<file path="src/rtl/alu_iterative_exec.sv">
// Multi-cycle ALU execution unit: consumes the 3-bit ALUControl code, one op per
// valid/ready handshake. Shifts iterate one bit per cycle; other ops take one cycle.
module alu_iterative_exec #(
  parameter int unsigned WIDTH   = 32,
  parameter int unsigned SHAMT_W = 5
) (
  input  logic             clk,
  input  logic             rst_n,
  input  logic             in_valid,
  output logic             in_ready,
  input  logic [2:0]       alu_ctrl,
  input  logic [WIDTH-1:0] src_a,
  input  logic [WIDTH-1:0] src_b,
  output logic             out_valid,
  input  logic             out_ready,
  output logic [WIDTH-1:0] result,
  output logic             zero,
  output logic             busy
);

  typedef enum logic [1:0] {
    IDLE  = 2'd0,
    SHIFT = 2'd1,
    DONE  = 2'd2
  } state_e;

  typedef enum logic [2:0] {
    OP_ADD  = 3'b000,
    OP_SUB  = 3'b001,
    OP_AND  = 3'b010,
    OP_OR   = 3'b011,
    OP_SRL  = 3'b100,
    OP_SLT  = 3'b101,
    OP_PASS = 3'b110,
    OP_SLL  = 3'b111
  } alu_op_e;

  state_e             state_q, state_d;
  logic [WIDTH-1:0]   result_q;
  logic [WIDTH-1:0]   work_q;
  logic [SHAMT_W-1:0] count_q;
  logic               dir_left_q;

  alu_op_e            op;
  logic [SHAMT_W-1:0] shamt;
  logic               is_shift;
  logic               slt_bit;
  logic [WIDTH-1:0]   alu_value;
  logic [WIDTH-1:0]   work_next;
  logic               accept;
  logic               last_step;

  assign op       = alu_op_e'(alu_ctrl);
  assign shamt    = src_b[SHAMT_W-1:0];
  assign is_shift = (op == OP_SRL) || (op == OP_SLL);
  assign slt_bit  = $signed(src_a) < $signed(src_b);
  assign accept   = (state_q == IDLE) && in_valid;
  assign last_step = (state_q == SHIFT) && (count_q == SHAMT_W'(1));

  assign work_next = dir_left_q ? (work_q << 1) : (work_q >> 1);

  // Shift codes evaluate to A here; that value is only used when shamt is zero.
  always_comb begin
    alu_value = '0;
    case (op)
      OP_ADD:  alu_value = src_a + src_b;
      OP_SUB:  alu_value = src_a - src_b;
      OP_AND:  alu_value = src_a & src_b;
      OP_OR:   alu_value = src_a | src_b;
      OP_SLT:  alu_value = {{(WIDTH-1){1'b0}}, slt_bit};
      OP_PASS: alu_value = src_b;
      OP_SRL,
      OP_SLL:  alu_value = src_a;
      default: alu_value = '0;
    endcase
  end

  always_ff @(posedge clk or negedge rst_n) begin
    if (!rst_n) begin
      state_q <= IDLE;
    end else begin
      state_q <= state_d;
    end
  end

  always_comb begin
    state_d = state_q;
    case (state_q)
      IDLE: begin
        if (in_valid) begin
          if (is_shift && (shamt != '0)) state_d = SHIFT;
          else                           state_d = DONE;
        end
      end
      SHIFT: begin
        if (count_q == SHAMT_W'(1)) state_d = DONE;
      end
      DONE: begin
        if (out_ready) state_d = IDLE;
      end
      default: state_d = IDLE;
    endcase
  end

  always_ff @(posedge clk or negedge rst_n) begin
    if (!rst_n) begin
      result_q   <= '0;
      work_q     <= '0;
      count_q    <= '0;
      dir_left_q <= 1'b0;
    end else begin
      if (accept) begin
        if (is_shift && (shamt != '0)) begin
          work_q     <= src_a;
          count_q    <= shamt;
          dir_left_q <= alu_ctrl[0];
        end else begin
          result_q <= alu_value;
        end
      end else if (state_q == SHIFT) begin
        work_q  <= work_next;
        count_q <= count_q - SHAMT_W'(1);
        if (last_step) result_q <= work_next;
      end
    end
  end

  assign in_ready  = (state_q == IDLE);
  assign out_valid = (state_q == DONE);
  assign busy      = (state_q == SHIFT);
  assign result    = result_q;
  assign zero      = (result_q == '0);

endmodule
</file>
<file path="config.mk">
export PLATFORM = sky130hd
export DESIGN_NAME = alu_iterative_exec
export DESIGN_NICKNAME = d
export VERILOG_FILES = /design/src/rtl/alu_iterative_exec.sv
export SDC_FILE = /design/constraint.sdc
export NUM_CORES = 1
export LEC_CHECK = 0
export BUFFER_PORTS_ARGS = -buffer_cell sky130_fd_sc_hd__buf_4
export CORE_ASPECT_RATIO = 0.6
export CORE_MARGIN = 4
export CORE_UTILIZATION = 55
export CTS_CLUSTER_DIAMETER = 40
export DETAILED_ROUTE_END_ITERATION = 10
export PLACE_DENSITY = 0.91
export SETUP_SLACK_MARGIN = 0.15
export SLEW_MARGIN = 10
export SYNTH_ARGS = -nofsm -noshare
export SYNTH_HDL_FRONTEND = slang
export SYNTH_SLANG_ARGS = --single-unit
</file>
<file path="constraint.sdc">
create_clock -name clk -period 1.91 [get_ports clk]
set_input_delay 0.191 -clock clk [delete_from_list [all_inputs] [get_ports clk]]
set_output_delay 0.191 -clock clk [all_outputs]
set_load 0.05 [all_outputs]
</file>
==> results of run 1 <==
[metrics by stage]
step                      util, %  worst slack [ns]  area (sq um)  setup TNS, ns  hold slack [ns]
after detailed placement     78.6             -1.14         12900         -27.39            0.143
after global placement       78.6             -1.03         12900         -22.60            0.140
after CTS                    85.7            -0.641         14000         -12.87           0.0435
after floorplan                 -            -0.602          9440         -10.89           -0.105
[cells by family after synthesis]
| kind of cell | Yosys count | synth area share [%] |
|---|---|---|
| compound gates | 432 | 30.8 |
| xor+xnor | 13 | 1.23 |
| fa+ha+maj | 100 | 13.7 |
| buf+inv | 204 | 8.53 |
| flops | 72 | 19.5 |
| mux | 61 | 8.76 |
| simple gates | 351 | 17.6 |
[layer usage]
| metal | GRT overflow | GRT usage [%] |
|---|---|---|
| met5 | 1 | 56.3 |
| met4 | 54 | 83.8 |
| met3 | 8 | 73.5 |
| met2 | 47 | 91.7 |
| met1 | 4 | 79.3 |
[repair_timing]
action                                  CTS
cloned                                    1
gates resized for setup                 133
pin swaps                                51
endpoints found under the hold margin    25
buffers inserted                         27
endpoints found under the setup margin   70
hold buffers                              1
==> results.py, run 1 <==
metrics = {
    "logic_synthesis": {
        "synth_top_cells_by_count": "sky130_fd_sc_hd__a21oi_1, sky130_fd_sc_hd__inv_1, sky130_fd_sc_hd__nor2_1, sky130_fd_sc_hd__nand2_1, sky130_fd_sc_hd__ha_1",
        "synth_top_area_cell": "sky130_fd_sc_hd__dfrtp_1",
        "yosys_most_used_dff": "sky130_fd_sc_hd__dfrtp_1",
        "postSynth.asyncResetShare_pct": 100,
        "seq_area_frac_synth_pct": 19.5,
        "netlist_top_cells_area": "sky130_fd_sc_hd__dfrtp_1, sky130_fd_sc_hd__ha_1, sky130_fd_sc_hd__a21oi_1",
        "syn_area_per_cell_sq_um": 7.51,
        "post-synth-top-count-cell": "sky130_fd_sc_hd__a21oi_1",
        "syn_inst": 1233,
        "edff_count_synth": 0,
        "flip_flop_and_latch_count_after_synthesis": 72,
        "synth.net_count": 1404,
        "yosysUniqueCellTypes": 78,
        "yosys_warnings": 0,
        "post_synthesis_instance_area_sq_um": 9250,
        "synth_top_cell_area_share_pct": 19.5,
    },
    "clocking": {
        "cts_made_buffers": 9,
        "level_count_of_the_clock_h_tree": 3,
        "cts_sinks": 72,
        "clockRootBuffer": "sky130_fd_sc_hd__clkbuf_16",
        "cts_buffer_depth": 2,
    },
    "status": {
        "outcome": "stopped before the end",
        "error_message": "[ERROR GRT-0232] Routing congestion too high. Check the congestion heatmap in the GUI.",
        "haltStage": "5_1_grt",
    },
    "place": {
        "placed_wire_length_estimate_mm": 33.6,
        "io_buffer_count": 106,
        "dpl.cell_count": 1824,
        "place.gp.congestion": 1.12,
    },
    "global_route": {
        "gr-total-overflow": 114,
        "grt_max_degree": 30,
        "grt_usage_pct": 81.4,
    },
    "die": {
        "ios": 107,
        "initial_core_util_pct": 56.6,
        "placement_rows": 36,
        "die_height_microns": 108,
        "die_x_microns": 175,
    },
}
==> inputs of run 2 (changes only) <==
--- a/config.mk
+++ b/config.mk
@@ -6,13 +6,10 @@
 export NUM_CORES = 1
 export LEC_CHECK = 0
 export BUFFER_PORTS_ARGS = -buffer_cell sky130_fd_sc_hd__buf_4
-export CORE_ASPECT_RATIO = 0.6
 export CORE_MARGIN = 4
-export CORE_UTILIZATION = 55
-export CTS_CLUSTER_DIAMETER = 40
+export CORE_UTILIZATION = 40
 export DETAILED_ROUTE_END_ITERATION = 10
-export PLACE_DENSITY = 0.91
-export SETUP_SLACK_MARGIN = 0.15
+export PLACE_DENSITY_LB_ADDON = 0.15
 export SLEW_MARGIN = 10
 export SYNTH_ARGS = -nofsm -noshare
 export SYNTH_HDL_FRONTEND = slang
==> constraint.sdc (replaced) <==
create_clock -name clk -period 2.48 [get_ports clk]
set_input_delay 0.248 -clock clk [delete_from_list [all_inputs] [get_ports clk]]
set_output_delay 0.248 -clock clk [all_outputs]
set_load 0.05 [all_outputs]
==> run 2 against run 1 <==
The flow now finishes, with violations (negative setup slack); synthesized area unchanged; synthesized cell count stayed put.
==> results.py, run 2 <==
metrics = {
    "logic_synthesis": {
        "postSynth.asyncResetShare_pct": 100,
        "seq_area_frac_synth_pct": 19.5,
        "yosys_warnings": 0,
        "synth_top_cells_by_count": "sky130_fd_sc_hd__a21oi_1, sky130_fd_sc_hd__inv_1, sky130_fd_sc_hd__nor2_1, sky130_fd_sc_hd__nand2_1, sky130_fd_sc_hd__ha_1",
        "synth_top_cell_area_share_pct": 19.5,
        "post_synthesis_instance_area_sq_um": 9250,
        "post-synth-top-count-cell": "sky130_fd_sc_hd__a21oi_1",
        "netlist_top_cells_area": "sky130_fd_sc_hd__dfrtp_1, sky130_fd_sc_hd__ha_1, sky130_fd_sc_hd__a21oi_1",
        "flip_flop_and_latch_count_after_synthesis": 72,
        "synth_top_area_cell": "sky130_fd_sc_hd__dfrtp_1",
        "yosysUniqueCellTypes": 78,
        "syn_inst": 1233,
        "edff_count_synth": 0,
        "yosys_most_used_dff": "sky130_fd_sc_hd__dfrtp_1",
        "syn_area_per_cell_sq_um": 7.51,
        "synth.net_count": 1404,
    },
    "worst_hold_path": {
        "min_path_type": "input port to flop",
    },
    "global_route": {
        "grt_usage_pct": 28.7,
        "grt_first_pass_wirelength_mm": 58.8,
        "antenna_found_initial": 0,
        "grt_max_degree": 41,
        "gr-total-overflow": 0,
        "number_of_global_route_vias_before_repair": 10278,
    },
    "sta": {
        "timing.final.hold_violations": 0,
        "drv_slew": 0,
        "fin_skew_ns": 0.0141,
        "max_freq_ghz": 0.380,
        "fin_hold_ws_ns": 0.0965,
        "finalSetupViolCount": 17,
        "min_period_over_period_pct": 106,
        "slew_at_the_pin_closest_to_its_max_slew_limit_ns": 1.22,
        "period_minus_slack_ns": 2.63,
        "slew_headroom_pct": 18.0,
        "timing.final.ws_setup_ns": -0.150,
        "rsz0062_at_grt": "true",
    },
    "die": {
        "placement_rows": 55,
        "initial_core_util_pct": 40.7,
        "die_area_sq_um": 25600,
        "die_height_microns": 160,
        "die_x_microns": 160,
        "ios": 107,
        "placeable_core_region_sq_um": 22700,
    },
    "cells_and_area": {
        "final_design_area_no_fill_sq_um": 13000,
        "layout.cells.non_filler": 1844,
        "post_route_cells_drive_above_1_share_pct": 32.7,
        "synthesis_to_finish_area_growth_pct": 40.8,
        "finish.net_count": 1725,
        "antennaDiodeCount": 0,
        "layout.cells.most_common": "sky130_fd_sc_hd__buf_4",
        "most-common-layout-cells": "sky130_fd_sc_hd__buf_4, sky130_fd_sc_hd__a21oi_1, sky130_fd_sc_hd__inv_1, sky130_fd_sc_hd__nor2_1, sky130_fd_sc_hd__nand2_1",
    },
    "clocking": {
        "cts_made_buffers": 9,
        "cts_buffer_depth": 2,
        "cts_sinks": 72,
        "cts.clk_slew.worst_paths_ns": 0.06,
        "cts_tree": "built",
        "clockRootBuffer": "sky130_fd_sc_hd__clkbuf_16",
        "level_count_of_the_clock_h_tree": 3,
        "clk-insertion-delay-late_ns": 0.36,
    },
    "setup_path": {
        "timing.critical_path.from_type": "input port",
        "timing.critical_path.buf_inv": 3,
        "crit_path_cell_trace": "buf_4, inv_4, buf_4, ha_4, o21ba_2, or3_4, a211o_1, a31oi_4, a31oi_4, o31ai_2, xnor2_1, o221ai_1, a22o_1",
        "required_ns": 2.71,
        "critical_path.max_fanout": 3,
        "arrival_ns": 2.86,
        "regToRegSetupSlack_ns": 0.32,
        "cpPeakStageDelay_ns": 0.35,
        "critPathTopFamily": "compound AO/OA/AOI/OAI gates",
        "type_of_element_capturing_the_critical_path": "flop",
        "worst_path_max_delay_cell": "sky130_fd_sc_hd__a211o_1",
        "critical_path_class": "input port to flop",
    },
    "routing": {
        "drt_first_pass_iters": 8,
        "detailroute.via_count": 10817,
        "drt_via_density": 5.87,
        "drt_iter0_drc": 1125,
        "routed_wire_length_per_instance_microns": 20.7,
        "route.final.wire_length_mm": 38.1,
        "residual_antenna_violating_net_count_after_detailed_routing": 0,
        "route.detailed.drc": 0,
    },
    "place": {
        "io_buffer_count": 106,
        "place.gp.congestion": 0.937,
        "dpl.cell_count": 1814,
        "placement.cell_area_sq_um": 12300,
        "place_ws_ns": -0.611,
        "placed_wire_length_estimate_mm": 30.2,
    },
    "power_and_ir_drop": {
        "clock_power_share_pct": 14.9,
        "cell_internal_pwr_mw": 4.99,
        "power.share.combinational_pct": 61.7,
        "seq_power_share_pct": 23.4,
        "ir_worst_vdd_uv": 456,
        "netSwitchingPower_mw": 4.94,
        "power.switching_fraction_pct": 49.8,
        "power_mw": 9.93,
        "power_leakage_nw": 6.12,
        "cell_area_power_density_nw_per_um2": 763,
    },
    "run": {
        "maxCapViolCount": 0,
    },
    "status": {
        "outcome": "finished with violations",
        "violated_checks": "negative setup slack",
    },
}
==> run 2: logic make-up (layout without fill, tap and decap cells) <==
group / Yosys count / after routing / share of synthesized area (%)
AOI/OAI and AO/OA: 432 / 432 / 30.8
xor gates and xnor gates: 13 / 13 / 1.23
buffers and inverters: 204 / 530 / 8.53
and+or+nand+nor: 351 / 351 / 17.6
DFF: 72 / 72 / 19.5
muxes: 61 / 61 / 8.76
adders and majority gates: 100 / 100 / 13.7
==> run 2: power by group through the flow <==
stage / clock, mW / combinational, mW / sequential [mW]
5_1_grt: 1.54 / 6.63 / 2.38
4_1_cts: 1.49 / 5.98 / 2.30
3_5_place_dp: 0 / 5.90 / 2.31
3_3_place_gp: 0 / 5.84 / 2.31
2_1_floorplan: 0 / 2.95 / 2.96
6_report: 1.48 / 6.13 / 2.33
==> run 2: area by class of cell <==
type	instances	area, sq um
Clock buffer	11	243
Multi-Input combinational cell	957	7040
Sequential cell	72	1800
Timing Repair Buffer	394	3050
Inverter	120	459
Fill cell	2178	9680
Clock inverter	5	80.1
Tap cell	285	357
==> run 2: path summary, 6_finish.rpt <==
check	start	endpoint	depth (start not counted)
max in group asynchronous	rst_n	result[15]$_DFFE_PN0P_	3
setup reg to reg	count_q[0]$_DFFE_PN0P_	result[30]$_DFFE_PN0P_	9
hold / removal	out_ready	state_q[1]$_DFFE_PN0P_	2
hold reg to reg	result[2]$_DFFE_PN0P_	result[2]$_DFFE_PN0P_	2
min in group asynchronous	rst_n	work_q[11]$_DFFE_PN0P_	2
setup / recovery	src_a[1]	result[17]$_DFFE_PN0P_	13
==> run 2: through the flow <==
| stage | utilization (%) | setup TNS, ns |
|---|---|---|
| floorplan | - | -0.377 |
| global placement | 54.0 | -11.12 |
| detailed placement | 54.0 | -11.95 |
| CTS | 56.4 | -0.930 |
| global route | 57.4 | -3.10 |
| finish | 57.4 | -1.24 |
==> run 2: repair_timing <==
item                                    4_1_cts  5_1_grt
hold buffers                                  1        0
setup buffers                                 4        9
pin swaps                                    25       45
endpoints found under the hold margin        39        0
endpoints found under the setup margin       23       24
gates resized for setup                      40       40
==> run 2: worst register-to-register path: stages (launching register included) <==
cell	delay [ns]
sky130_fd_sc_hd__dfrtp_1	0.44
sky130_fd_sc_hd__ha_1	0.23
sky130_fd_sc_hd__nand3b_1	0.11
sky130_fd_sc_hd__o22ai_1	0.11
sky130_fd_sc_hd__nand2b_2	0.17
sky130_fd_sc_hd__buf_4	0.34
sky130_fd_sc_hd__a21oi_1	0.18
sky130_fd_sc_hd__nor4_1	0.30
sky130_fd_sc_hd__a2bb2oi_2	0.09
sky130_fd_sc_hd__a21oi_1	0.12
==> run 2: routing by layer <==
| layer | routed length [microns] | vias up | part of all wire [%] | track usage [%] |
|---|---|---|---|---|
| met1 | 17600 | 5117 | 46 | 42.3 |
| met5 | 0 | - | 0 | 0 |
| met4 | 1320 | 0 | 3.4 | 9.66 |
| met3 | 2700 | 86 | 7.1 | 3.10 |
| li1 | - | 5121 | - | - |
| met2 | 16500 | 493 | 43 | 43.5 |
Note: power is estimated with default switching activity, not from simulation.
==> inputs of run 3 (changes only) <==
--- a/config.mk
+++ b/config.mk
@@ -14,3 +14,4 @@
 export SYNTH_ARGS = -nofsm -noshare
 export SYNTH_HDL_FRONTEND = slang
 export SYNTH_SLANG_ARGS = --single-unit
+export TNS_END_PERCENT = 30
==> run 3 against run 2 <==
The run still ends with negative setup slack left; die area unchanged; routed wire length increased by 0.78%; clock skew decreased by 0.0028 ns; core utilization decreased by 0.42 points; cell area decreased by 0.73%; setup slack got worse by 0.0084 ns; clock power increased by 3%; fmax decreased by 0.32%; count of clock-buffer cells in the layout decreased by 2; flip-flop and latch count unchanged; critical path depth increased by 2; critical path type unchanged; critical endpoint is now result[14]$_DFFE_PN0P_; largest power group unchanged.
==> results.py, run 3 (synthesis results as in run 2) <==
metrics = {
    "setup_path": {
        "timing.critical_path.from_type": "input port",
        "timing.rr.start": "state_q[1]$_DFFE_PN0P_",
        "regToRegSetupSlack_ns": 0.35,
        "reg2regPathDepth": 8,
        "required_ns": 2.72,
        "crit-reg2reg-capture": "count_q[1]$_DFFE_PN0P_",
        "critical_path_class": "input port to flop",
        "type_of_element_capturing_the_critical_path": "flop",
        "arrival_ns": 2.87,
        "critical_path.max_fanout": 3,
    },
    "worst_hold_path": {
        "holdPathStages": 2,
        "min_path_type": "input port to flop",
        "min_to": "state_q[1]$_DFFE_PN0P_",
        "min-delay-start": "out_ready",
    },
    "sta": {
        "timing.final.hold_violations": 0,
        "slew_headroom_pct": 23.5,
        "period_minus_slack_ns": 2.64,
        "max_freq_ghz": 0.379,
        "fin_skew_ns": 0.0113,
        "setup_total_negative_slack_ns": -0.670,
        "fin_hold_ws_ns": 0.0773,
        "drv_slew": 0,
        "min_period_over_period_pct": 106,
        "timing.final.ws_setup_ns": -0.158,
        "rsz0062_at_grt": "true",
        "finalSetupViolCount": 13,
        "slew_at_the_pin_closest_to_its_max_slew_limit_ns": 1.14,
    },
    "cells_and_area": {
        "most-common-layout-cells": "sky130_fd_sc_hd__buf_4, sky130_fd_sc_hd__a21oi_1, sky130_fd_sc_hd__inv_1, sky130_fd_sc_hd__nor2_1, sky130_fd_sc_hd__nand2_1",
        "synthesis_to_finish_area_growth_pct": 39.7,
        "post_route_cells_drive_above_1_share_pct": 31.6,
        "layout.cells.most_common": "sky130_fd_sc_hd__buf_4",
        "antennaDiodeCount": 0,
        "finish.net_count": 1712,
    },
    "routing": {
        "m1WireLength_mm": 17.5,
        "detailroute.via_count": 10770,
        "route.detailed.drc": 0,
        "drt_iter0_drc": 997,
        "drt_first_pass_iters": 5,
        "route.final.wire_length_mm": 38.4,
        "routed_wire_length_per_instance_microns": 21.0,
        "detail_route_met2_wl_mm": 17.3,
        "drt_via_density": 5.89,
        "residual_antenna_violating_net_count_after_detailed_routing": 0,
        "maxUsedRoutingLayer": "met4",
        "met3_routed_wl_mm": 2.70,
    },
    "die": {
        "die_x_microns": 160,
        "placement_rows": 55,
        "initial_core_util_pct": 40.7,
        "die_height_microns": 160,
        "placeable_core_region_sq_um": 22700,
        "ios": 107,
        "die_area_sq_um": 25600,
    },
    "power_and_ir_drop": {
        "cell_area_power_density_nw_per_um2": 770,
        "power_mw": 9.96,
        "power_leakage_nw": 6.07,
        "ir_worst_vdd_uv": 525,
    },
    "clocking": {
        "cts_made_buffers": 9,
        "cts_tree": "built",
        "clockRootBuffer": "sky130_fd_sc_hd__clkbuf_16",
        "level_count_of_the_clock_h_tree": 3,
        "cts_buffer_depth": 2,
        "cts_sinks": 72,
        "cts.clk_slew.worst_paths_ns": 0.06,
        "clk-insertion-delay-late_ns": 0.35,
    },
    "global_route": {
        "grt_first_pass_wirelength_mm": 58.5,
        "grt_max_degree": 40,
        "gr-total-overflow": 0,
        "number_of_global_route_vias_before_repair": 10169,
        "grt_usage_pct": 28.8,
        "antenna_found_initial": 0,
    },
    "place": {
        "place.gp.congestion": 0.954,
        "placed_wire_length_estimate_mm": 30.6,
        "io_buffer_count": 106,
    },
    "status": {
        "outcome": "finished with violations",
        "violated_checks": "negative setup slack",
    },
    "run": {
        "maxCapViolCount": 0,
    },
}
run 3: what timing repair did:
item / in CTS / in global routing
endpoints found under the setup margin: 21 / 21
hold buffers: 1 / 0
buffers inserted: 3 / 4
resized for setup: 25 / 53
cloned: 0 / 0
pin swaps: 13 / 25
hold endpoints to repair: 38 / 0
run 3: per-stage QoR:
stage / utilization (%) / setup slack [ns] / instances / cell area [sq um]
2_1_floorplan: - / -0.111 / 1233 / 9280
3_3_place_gp: 53.7 / -0.531 / 1807 / 12200
3_5_place_dp: 53.7 / -0.643 / 1807 / 12200
4_1_cts: 55.8 / -0.0961 / 1826 / 12700
5_1_grt: 56.9 / -0.241 / 1830 / 12900
6_report: 56.9 / -0.158 / 1830 / 12900
run 3: cell type report:
type                       count  area (sq um)
clock buffer                   9           225
clock inverter                 6           109
fill                        2176          9780
tap                          285           357
inverter                     120           457
sequential                    72          1800
timing repair buffer         381          2970
multi-input combinational    957          7010
run 3: critical path: stages:
cell	delay, ns
sky130_fd_sc_hd__buf_8	0.10
sky130_fd_sc_hd__buf_6	0.11
sky130_fd_sc_hd__inv_4	0.06
sky130_fd_sc_hd__ha_4	0.15
sky130_fd_sc_hd__inv_2	0.05
sky130_fd_sc_hd__fa_2	0.35
sky130_fd_sc_hd__nor2b_4	0.13
sky130_fd_sc_hd__o21a_1	0.18
sky130_fd_sc_hd__o31a_1	0.31
sky130_fd_sc_hd__o211ai_1	0.25
sky130_fd_sc_hd__a21boi_1	0.13
sky130_fd_sc_hd__or3_1	0.34
sky130_fd_sc_hd__xnor2_1	0.14
sky130_fd_sc_hd__a221oi_2	0.26
sky130_fd_sc_hd__nor3_1	0.07
run 3: worst max-delay path by stage:
stage	end	from	slack [ns]
2_1_floorplan	result[14]$_DFFE_PN0P_	src_a[0]	-0.11
3_3_place_gp	result[14]$_DFFE_PN0P_	src_a[0]	-0.53
3_5_place_dp	result[14]$_DFFE_PN0P_	src_a[0]	-0.64
4_1_cts	result[14]$_DFFE_PN0P_	src_a[0]	-0.1
5_1_grt	result[14]$_DFFE_PN0P_	src_a[0]	-0.24
6_report	result[14]$_DFFE_PN0P_	src_a[0]	-0.16
run 3: layer usage:
metal	vias to the layer above	track usage, %
li1	5096	-
met1	5183	41.3
met2	432	46.0
met3	59	3.64
met4	0	7.47
met5	-	0
run 3: power by group:
part           total, mW  internal [mW]  leakage (nW)  switching, mW
Combinational       6.09           2.35          5.11           3.74
Sequential          2.35           1.71         0.800          0.632
Clock               1.52          0.976         0.165          0.545
